<file path="src/rtl/regfile_dumper_if.sv">
// Signal bundle between the regfile dump sequencer and its surroundings.
// The checksum member exists only when DUMP_CHECKSUM_EN is defined.
interface regfile_dumper_if #(
    parameter int ADDR_W = 5,
    parameter int DATA_W = 32
);
    logic              start;
    logic              abort;
    logic [ADDR_W-1:0] first_addr;
    logic [ADDR_W-1:0] last_addr;
    logic [ADDR_W-1:0] raddr;
    logic [DATA_W-1:0] rdata;
    logic              out_valid;
    logic              out_ready;
    logic [DATA_W-1:0] out_data;
    logic [ADDR_W-1:0] out_addr;
    logic              busy;
    logic              done;
`ifdef DUMP_CHECKSUM_EN
    logic [DATA_W-1:0] checksum;

    modport master (
        input  start, abort, first_addr, last_addr, rdata, out_ready,
        output raddr, out_valid, out_data, out_addr, busy, done, checksum
    );
    modport slave (
        output start, abort, first_addr, last_addr, rdata, out_ready,
        input  raddr, out_valid, out_data, out_addr, busy, done, checksum
    );
`else
    modport master (
        input  start, abort, first_addr, last_addr, rdata, out_ready,
        output raddr, out_valid, out_data, out_addr, busy, done
    );
    modport slave (
        output start, abort, first_addr, last_addr, rdata, out_ready,
        input  raddr, out_valid, out_data, out_addr, busy, done
    );
`endif
endinterface

</file>
<file path="src/rtl/regfile_dumper.sv">
// Walks a (possibly wrapping) regfile address range and streams each word out.
// Optional running sum of accepted words when DUMP_CHECKSUM_EN is defined.
module regfile_dumper #(
    parameter int ADDR_W = 5,
    parameter int DATA_W = 32
) (
    input logic             clk,
    input logic             rst,
    regfile_dumper_if.master bus
);

    typedef enum logic [1:0] {
        IDLE  = 2'd0,
        FETCH = 2'd1,
        SEND  = 2'd2,
        DONE  = 2'd3
    } state_t;

    state_t            state_reg, state_next;
    logic [ADDR_W-1:0] raddr_reg, raddr_next;
    logic [ADDR_W-1:0] last_reg, last_next;
    logic              out_valid_reg, out_valid_next;
    logic [DATA_W-1:0] out_data_reg, out_data_next;
    logic [ADDR_W-1:0] out_addr_reg, out_addr_next;
    logic              handshake;
`ifdef DUMP_CHECKSUM_EN
    logic [DATA_W-1:0] checksum_reg, checksum_next;
`endif

    assign handshake = out_valid_reg && bus.out_ready;

    always_comb begin
        state_next     = state_reg;
        raddr_next     = raddr_reg;
        last_next      = last_reg;
        out_valid_next = out_valid_reg;
        out_data_next  = out_data_reg;
        out_addr_next  = out_addr_reg;
`ifdef DUMP_CHECKSUM_EN
        checksum_next  = checksum_reg;
`endif
        // Abort wins over a same-edge handshake, so that word is never summed.
        if (bus.abort && state_reg != IDLE) begin
            state_next     = IDLE;
            out_valid_next = 1'b0;
        end else begin
            case (state_reg)
                IDLE: begin
                    out_valid_next = 1'b0;
                    if (bus.start) begin
                        last_next  = bus.last_addr;
                        raddr_next = bus.first_addr;
                        state_next = FETCH;
`ifdef DUMP_CHECKSUM_EN
                        checksum_next = '0;
`endif
                    end
                end
                FETCH: begin
                    out_data_next  = bus.rdata;
                    out_addr_next  = raddr_reg;
                    out_valid_next = 1'b1;
                    state_next     = SEND;
                end
                SEND: begin
                    if (handshake) begin
                        out_valid_next = 1'b0;
`ifdef DUMP_CHECKSUM_EN
                        checksum_next  = checksum_reg + out_data_reg;
`endif
                        if (out_addr_reg == last_reg) begin
                            state_next = DONE;
                        end else begin
                            raddr_next = raddr_reg + 1'b1;
                            state_next = FETCH;
                        end
                    end
                end
                DONE: begin
                    state_next = IDLE;
                end
                default: begin
                    state_next     = IDLE;
                    out_valid_next = 1'b0;
                end
            endcase
        end
    end

    always_ff @(posedge clk) begin
        if (rst) begin
            state_reg     <= IDLE;
            raddr_reg     <= '0;
            last_reg      <= '0;
            out_valid_reg <= 1'b0;
            out_data_reg  <= '0;
            out_addr_reg  <= '0;
`ifdef DUMP_CHECKSUM_EN
            checksum_reg  <= '0;
`endif
        end else begin
            state_reg     <= state_next;
            raddr_reg     <= raddr_next;
            last_reg      <= last_next;
            out_valid_reg <= out_valid_next;
            out_data_reg  <= out_data_next;
            out_addr_reg  <= out_addr_next;
`ifdef DUMP_CHECKSUM_EN
            checksum_reg  <= checksum_next;
`endif
        end
    end

    assign bus.raddr     = raddr_reg;
    assign bus.out_valid = out_valid_reg;
    assign bus.out_data  = out_data_reg;
    assign bus.out_addr  = out_addr_reg;
    assign bus.busy      = (state_reg == FETCH) || (state_reg == SEND);
    assign bus.done      = (state_reg == DONE);
`ifdef DUMP_CHECKSUM_EN
    assign bus.checksum  = checksum_reg;
`endif

endmodule

</file>
<file path="src/flat_wrapper.sv">
// flat-port wrapper written by rule: the top's interface ports become plain ports
module regfile_dumper_flat 
#(
    parameter int ADDR_W = 5,
    parameter int DATA_W = 32
)
  (clk, rst, bus_start, bus_abort, bus_first_addr, bus_last_addr, bus_rdata, bus_out_ready, bus_raddr, bus_out_valid, bus_out_data, bus_out_addr, bus_busy, bus_done);
  regfile_dumper_if #(.ADDR_W(ADDR_W), .DATA_W(DATA_W)) bus_i ();
  input logic clk;
  input logic rst;
  input wire logic [$bits(bus_i.start)-1:0] bus_start;
  input wire logic [$bits(bus_i.abort)-1:0] bus_abort;
  input wire logic [$bits(bus_i.first_addr)-1:0] bus_first_addr;
  input wire logic [$bits(bus_i.last_addr)-1:0] bus_last_addr;
  input wire logic [$bits(bus_i.rdata)-1:0] bus_rdata;
  input wire logic [$bits(bus_i.out_ready)-1:0] bus_out_ready;
  output wire logic [$bits(bus_i.raddr)-1:0] bus_raddr;
  output wire logic [$bits(bus_i.out_valid)-1:0] bus_out_valid;
  output wire logic [$bits(bus_i.out_data)-1:0] bus_out_data;
  output wire logic [$bits(bus_i.out_addr)-1:0] bus_out_addr;
  output wire logic [$bits(bus_i.busy)-1:0] bus_busy;
  output wire logic [$bits(bus_i.done)-1:0] bus_done;
  assign bus_i.start = bus_start;
  assign bus_i.abort = bus_abort;
  assign bus_i.first_addr = bus_first_addr;
  assign bus_i.last_addr = bus_last_addr;
  assign bus_i.rdata = bus_rdata;
  assign bus_i.out_ready = bus_out_ready;
  assign bus_raddr = bus_i.raddr;
  assign bus_out_valid = bus_i.out_valid;
  assign bus_out_data = bus_i.out_data;
  assign bus_out_addr = bus_i.out_addr;
  assign bus_busy = bus_i.busy;
  assign bus_done = bus_i.done;
  regfile_dumper #(.ADDR_W(ADDR_W), .DATA_W(DATA_W)) u_core (.clk(clk), .rst(rst), .bus(bus_i));
endmodule
</file>
<file path="config.mk">
export PLATFORM = sky130hd
export DESIGN_NAME = regfile_dumper_flat
export DESIGN_NICKNAME = d
export VERILOG_FILES = /design/src/rtl/regfile_dumper_if.sv /design/src/rtl/regfile_dumper.sv /design/src/flat_wrapper.sv
export SDC_FILE = /design/constraint.sdc
export NUM_CORES = 1
export LEC_CHECK = 0
export BUFFER_PORTS_ARGS = -buffer_cell sky130_fd_sc_hd__buf_2
export CORE_ASPECT_RATIO = 2
export CORE_MARGIN = 1.5
export CORE_UTILIZATION = 50
export CTS_CLUSTER_SIZE = 30
export DETAILED_ROUTE_END_ITERATION = 7
export HOLD_SLACK_MARGIN = 0.06
export PLACE_DENSITY_LB_ADDON = 0.3
export SYNTH_ARGS = -nofsm -noshare
export SYNTH_HDL_FRONTEND = slang
export SYNTH_SLANG_ARGS = --single-unit
</file>
<file path="constraint.sdc">
create_clock -name clk -period 3.6 [get_ports clk]
set_input_delay 0.54 -clock clk [delete_from_list [all_inputs] [get_ports clk]]
set_output_delay 0.54 -clock clk [all_outputs]
set_load 0.1 [all_outputs]
</file>
==> results.tsv, run 1 <==
metric	value	unit
Boundary Pins	92	
#FFs+latches synth	50	
via count	1990	
placed cell areas	2480	um^2
Syn Nets	305	
largest net degree at the start of global routing	51	
P_int	1090	uW
grt ovf	0	
gr usage total	0.220	
Simple-Gate Fraction of Synth Area	0.230	
global-route wire length before repair	7.22	mm
part of the power in registers	0.302	
Req. time, crit path	3820	ps
Antenna Cells	0	
Fillers	373	
main combinational cell family by area after synthesis	simple AND/OR/NAND/NOR gates	
final setup violation count	0	
power share of the combinational group	0.569	
WL/cell	12.2	um
fmax	0.442	GHz
largest stage delay on the critical path	530	ps
site row count	32	
placed cell count	383	
Final GP Congestion	0.787	
H-tree Lvls	2	
cts hold-fix bufs	0	
Main synth FF type	dfxtp_1	
TritonCTS clock tree	built	
status	completed	
Worst Path Buf+Inv	1	
chip height	92.7	um
complex-gate fraction of the synthesized area	0.160	
Remaining DRCs	0	
Post-DRT Antenna Nets	0	
sequential share of the synthesized area	0.498	
drt via density	5.09	
RSZ-0062 raised after global routing	false	
Bufs on Longest Clock Path	2	
CP max-delay cell	ha_1	
async set-reset flop share out of synthesis	0	
adder-cell share of the synthesized area	0.0311	
Detailed Place HPWL	3.40	mm
Final nets	391	
area leader, netlist	dfxtp_1	
post-route clock period utilization	0.628	
most frequent cell after synthesis	nand2_1	
Initial DRT Pass Iterations	4	
slew margin rel.	0.421	
vias in the first global route	1773	
Clock Sink Count	50	
Leak Pwr	0.00116	uW
Fin Clk Skew	8.81	ps
layout cells sized above 1	0.303	
Initial Util	0.523	
max-slew violations	0	
list of most frequent post-synthesis cells	nand2_1 (83), dfxtp_1 (50), a21oi_1 (49)	
Resize count post-CTS	0	
Post-synth EDFFs	0	
total power	2540	uW
area of the die	4430	um^2
synthesis warning total	0	
post-synthesis cell area	2010	um^2
Mean Syn Cell Area	7.94	um^2
Worst IR Drop VDD	0.000630	V
worst-margin pin slew	868	ps
CP Class	reg -> reg	
switching share of power	0.570	
mux cell area share after synthesis	0.0205	
clock share of power	0.129	
# Post-CTS Setup Buffers	0	
hold crit path type	reg -> reg	
total CTS buffers	5	
startpoint class of the critical path	register	
crit path cell chain	inv_1 > ha_1 > or3b_1 > a21oi_2 > o21ai_2 > or3_1 > a21oi_1	
Non-Filler Instances	391	
top-area cell type share of the netlist area	0.498	
Setup crit end kind	register	
PD cells	985	nW/um^2
antenna violations before repair	0	
chip width	47.8	um
switching power	1450	uW
Skew-Pair Late Insertion Delay	290	ps
IO Port Bufs	91	
1st-iter DRT viols	40	
Syn Inst Count	253	
Fin Hold WS	453	ps
Core Region	3840	um^2
Synth Area in XOR/XNOR	0.0218	
final hold violation count	0	
distinct cell type count after synthesis	29	
Area Growth Syn to Fin	28.1	%
CTS root buf	clkbuf_8	
fin crit period	2260	ps
CP max FO	16	
design area	2570	um^2
number of flip-flops in the largest register	32	
Clock transition at path regs	90	ps
CP top delay family	simple AND/OR/NAND/NOR gates	
max-cap violations	0	
drt total wl	4.75	mm
post-route setup TNS	0	ps
CP Data Arrival Time	2480	ps
Area contributors post-synth	dfxtp_1 (50%), nand2_1 (16%), a21oi_1 (12%)	
-- power groups by stage --
| stage | combinational, uW | sequential (uW) | clock (uW) |
|---|---|---|---|
| after global routing | 1520 | 785 | 363 |
| after floorplan | 450 | 1560 | 0 |
| after detailed placement | 1450 | 780 | 0 |
| final | 1440 | 767 | 327 |
| after CTS | 1450 | 767 | 338 |
| after global placement | 1430 | 776 | 0 |
-- worst paths after layout --
path | cells past startpoint | slack [ps] | start | to
worst min register to register | 2 | 450 | u_core.bus.out_data[1]$_SDFFE_PP0P_ | u_core.bus.out_data[1]$_SDFFE_PP0P_
worst max-delay path | 7 | 1340 | u_core.state_reg[0]$_SDFFE_PP0P_ | u_core.bus.raddr[0]$_SDFFE_PP0P_
worst max register to register | 7 | 1340 | u_core.state_reg[0]$_SDFFE_PP0P_ | u_core.bus.raddr[0]$_SDFFE_PP0P_
worst min-delay path | 2 | 450 | u_core.bus.out_data[1]$_SDFFE_PP0P_ | u_core.bus.out_data[1]$_SDFFE_PP0P_
-- cell usage in the layout (no fill, tap or decap) --
cell type,n
a21boi_0,1
a21oi_1,49
a21oi_2,1
and2_1,1
buf_2,91
buf_4,2
clkbuf_1,1
clkbuf_8,6
clkinv_2,1
dfxtp_1,50
ha_1,5
inv_1,4
mux2_2,1
mux2i_1,3
nand2_1,83
nand2b_1,5
nand3_1,7
nand4_1,1
nor2_1,7
nor2b_1,3
nor3_1,1
nor3b_1,1
o211ai_1,1
o21ai_0,4
o21ai_2,1
o22ai_1,1
o32ai_1,2
or3_1,1
or3b_1,1
xnor2_1,5
-- layer usage --
metal,part of all wire,wire [um],vias to the layer above,global-route usage
met1,0.37,1770,924,0.217
met5,0,0,-,0
li1,-,-,999,-
met2,0.56,2670,57,0.398
met4,0.024,114,0,0.106
met3,0.041,194,10,0.0409
-- worst min-delay path, cell delays in order, from the launching register on --
cell     delay [ps]
dfxtp_1         310
nand2_1          50
a21oi_1          50
-- layout make-up --
cell class | count | area [um^2] | area share
sequential | 50 | 1000 | 0.389
multi-input combinational | 185 | 932 | 0.362
timing repair buffer | 93 | 470 | 0.183
clock buffer | 7 | 86.3 | 0.0335
tap | 51 | 63.8 | 0.0248
inverter | 4 | 15.0 | 0.00583
clock inverter | 1 | 5.00 | 0.00194
-- logic make-up after synthesis --
logic type / after synthesis
fa+ha+maj: 5
compound gates: 60
flops: 50
simple gates: 111
buf+inv: 18
mux: 4
xor+xnor: 5
-- through the flow --
step                setup slack (ps)  utilization
finish                          1340        0.670
global route                    1160        0.670
CTS                             1300        0.670
detailed placement              1340        0.646
global placement                1440        0.646
floorplan                       1540            -
Note: power is estimated with default switching activity, not from simulation.
==> run 2: changes to the inputs <==
Settings changed: ABC_AREA from default to 1, CORE_UTILIZATION 50 to 42.
Clock period 3.6 ns to 2 ns, I/O delays scaled along.
==> results.tsv, run 2 <==
metric	value	unit
#FFs+latches synth	50	
async set-reset flop share out of synthesis	0	
antenna violations before repair	0	
Resize count post-CTS	0	
Bufs on Longest Clock Path	2	
most frequent cells in the layout	buf_2 (91), nor2_1 (77), dfxtp_1 (50)	
CP Class	reg -> out	
mux cell area share after synthesis	0.00473	
Final GP Congestion	0.748	
WL/cell	11.9	um
Syn Inst Count	285	
cts hold-fix bufs	0	
number of flip-flops in the largest register	32	
1st-iter DRT viols	34	
TritonCTS clock tree	built	
CP max FO	4	
layout cells sized above 1	0.318	
Core Region	4860	um^2
largest net degree at the start of global routing	32	
chip width	53.2	um
slew margin rel.	0.666	
hold crit path type	in -> reg	
post-route setup TNS	0	ps
Initial DRT Pass Iterations	4	
adder-cell share of the synthesized area	0.0296	
Multi-input gate area	961	um^2
Boundary Pins	92	
Antenna Cells	0	
Main synth FF type	dfxtp_1	
# Post-CTS Setup Buffers	0	
FF/Latch Area	1000	um^2
IO Port Bufs	91	
main combinational cell family by area after synthesis	simple AND/OR/NAND/NOR gates	
Area Growth Syn to Fin	28.6	%
commonest non-fill, non-tap cell in the layout	buf_2	
via count	2064	
fmax	0.554	GHz
sequential share of the synthesized area	0.473	
status	completed	
site row count	36	
global-route wire length before repair	8.14	mm
Area contributors post-synth	dfxtp_1 (47%), nor2_1 (14%), o21ai_0 (9.9%)	
Clock transition at path regs	90	ps
chip height	103	um
grt ovf	0	
CP Data Arrival Time	1510	ps
H-tree Lvls	2	
Setup crit end kind	output pin	
Initial Util	0.435	
synthesis warning total	0	
Skew-Pair Late Insertion Delay	300	ps
drt via density	4.76	
complex-gate fraction of the synthesized area	0.151	
total CTS buffers	5	
top-area cell type share of the netlist area	0.473	
distinct cell type count after synthesis	26	
list of most frequent post-synthesis cells	nor2_1 (77), dfxtp_1 (50), o21ai_0 (42)	
RSZ-0062 raised after global routing	false	
Post-synth EDFFs	0	
Post-DRT Antenna Nets	0	
Mean Syn Cell Area	7.42	um^2
vias in the first global route	1866	
Fillers	508	
Syn Nets	337	
gr usage total	0.198	
Detailed Place HPWL	4.00	mm
area leader, netlist	dfxtp_1	
post-route clock period utilization	0.903	
final setup violation count	0	
Remaining DRCs	0	
Req. time, crit path	1700	ps
Clock Sink Count	50	
worst-margin pin slew	501	ps
most frequent cell after synthesis	nor2_1	
max-slew violations	0	
Fin Clk Skew	7.09	ps
post-synthesis cell area	2110	um^2
fin crit period	1810	ps
max-cap violations	0	
Final nets	428	
Simple-Gate Fraction of Synth Area	0.269	
CTS root buf	clkbuf_8	
drt total wl	5.18	mm
area of the die	5490	um^2
startpoint class of the critical path	register	
Synth Area in XOR/XNOR	0	
final hold violation count	0	
run 2: cell types whose count changed after synthesis, moves of 5 or more:
cell,previous run,this run
inv_1,4,18
nor2_1,7,77
nand2_1,83,33
nand2b_1,5,0
xnor2_1,5,0
o21ai_0,4,42
a21oi_1,49,15
run 2: cells by family (layout without fill, tap and decap cells):
logic type | count (synthesis) | count (layout)
AO/OA/AOI/OAI | 62 | 62
adder cells (fa/ha/maj) | 5 | 5
buffers and inverters | 34 | 126
flip-flops | 50 | 50
multiplexers | 1 | 1
AND/OR/NAND/NOR | 133 | 133
run 2: worst max-delay path: stages (launching register included):
cell	delay, ps
dfxtp_1	400
inv_1	100
ha_1	280
buf_2	420
run 2: worst paths after layout:
kind                                          from                                   end  slack [ps]  cells after the start
setup / recovery  u_core.state_reg[0]$_SDFFE_PP0P_                              bus_busy         190                      3
hold / removal                       bus_rdata[25]  u_core.bus.out_data[25]$_SDFFE_PP0P_         230                      3
setup reg to reg  u_core.state_reg[0]$_SDFFE_PP0P_  u_core.bus.out_data[19]$_SDFFE_PP0P_         290                      9
hold reg to reg    u_core.last_reg[3]$_SDFFE_PP0P_       u_core.last_reg[3]$_SDFFE_PP0P_         480                      2
run 2: layout make-up:
class | count | area share
Tap cell | 57 | 0.0262
Clock inverter | 2 | 0.00460
Sequential cell | 50 | 0.368
Inverter | 21 | 0.0290
Timing Repair Buffer | 97 | 0.189
Clock buffer | 6 | 0.0304
Multi-Input combinational cell | 201 | 0.353
run 2: through the flow:
step	hold slack, ps	cell area, um^2	setup WS, ps	util	instances
after floorplan	443	2110	80.9	-	285
after global placement	456	2630	363	0.540	426
after detailed placement	463	2630	292	0.540	426
after CTS	228	2720	190	0.559	434
after global routing	236	2720	85.8	0.559	434
final	232	2720	193	0.559	434
run 2: routing by layer:
layer | share of wire | vias to the layer above | global-route usage | wire length [um]
li1 | - | 1088 | - | -
met1 | 0.37 | 906 | 0.192 | 1920
met2 | 0.55 | 59 | 0.384 | 2870
met3 | 0.050 | 11 | 0.0316 | 261
met4 | 0.025 | 0 | 0.0947 | 129
met5 | 0 | - | 0 | 0
Power of run 2 is left out: the tool's default activity adds up to more than one toggle a clock period on the data nets, which glitch-free logic cannot reach.
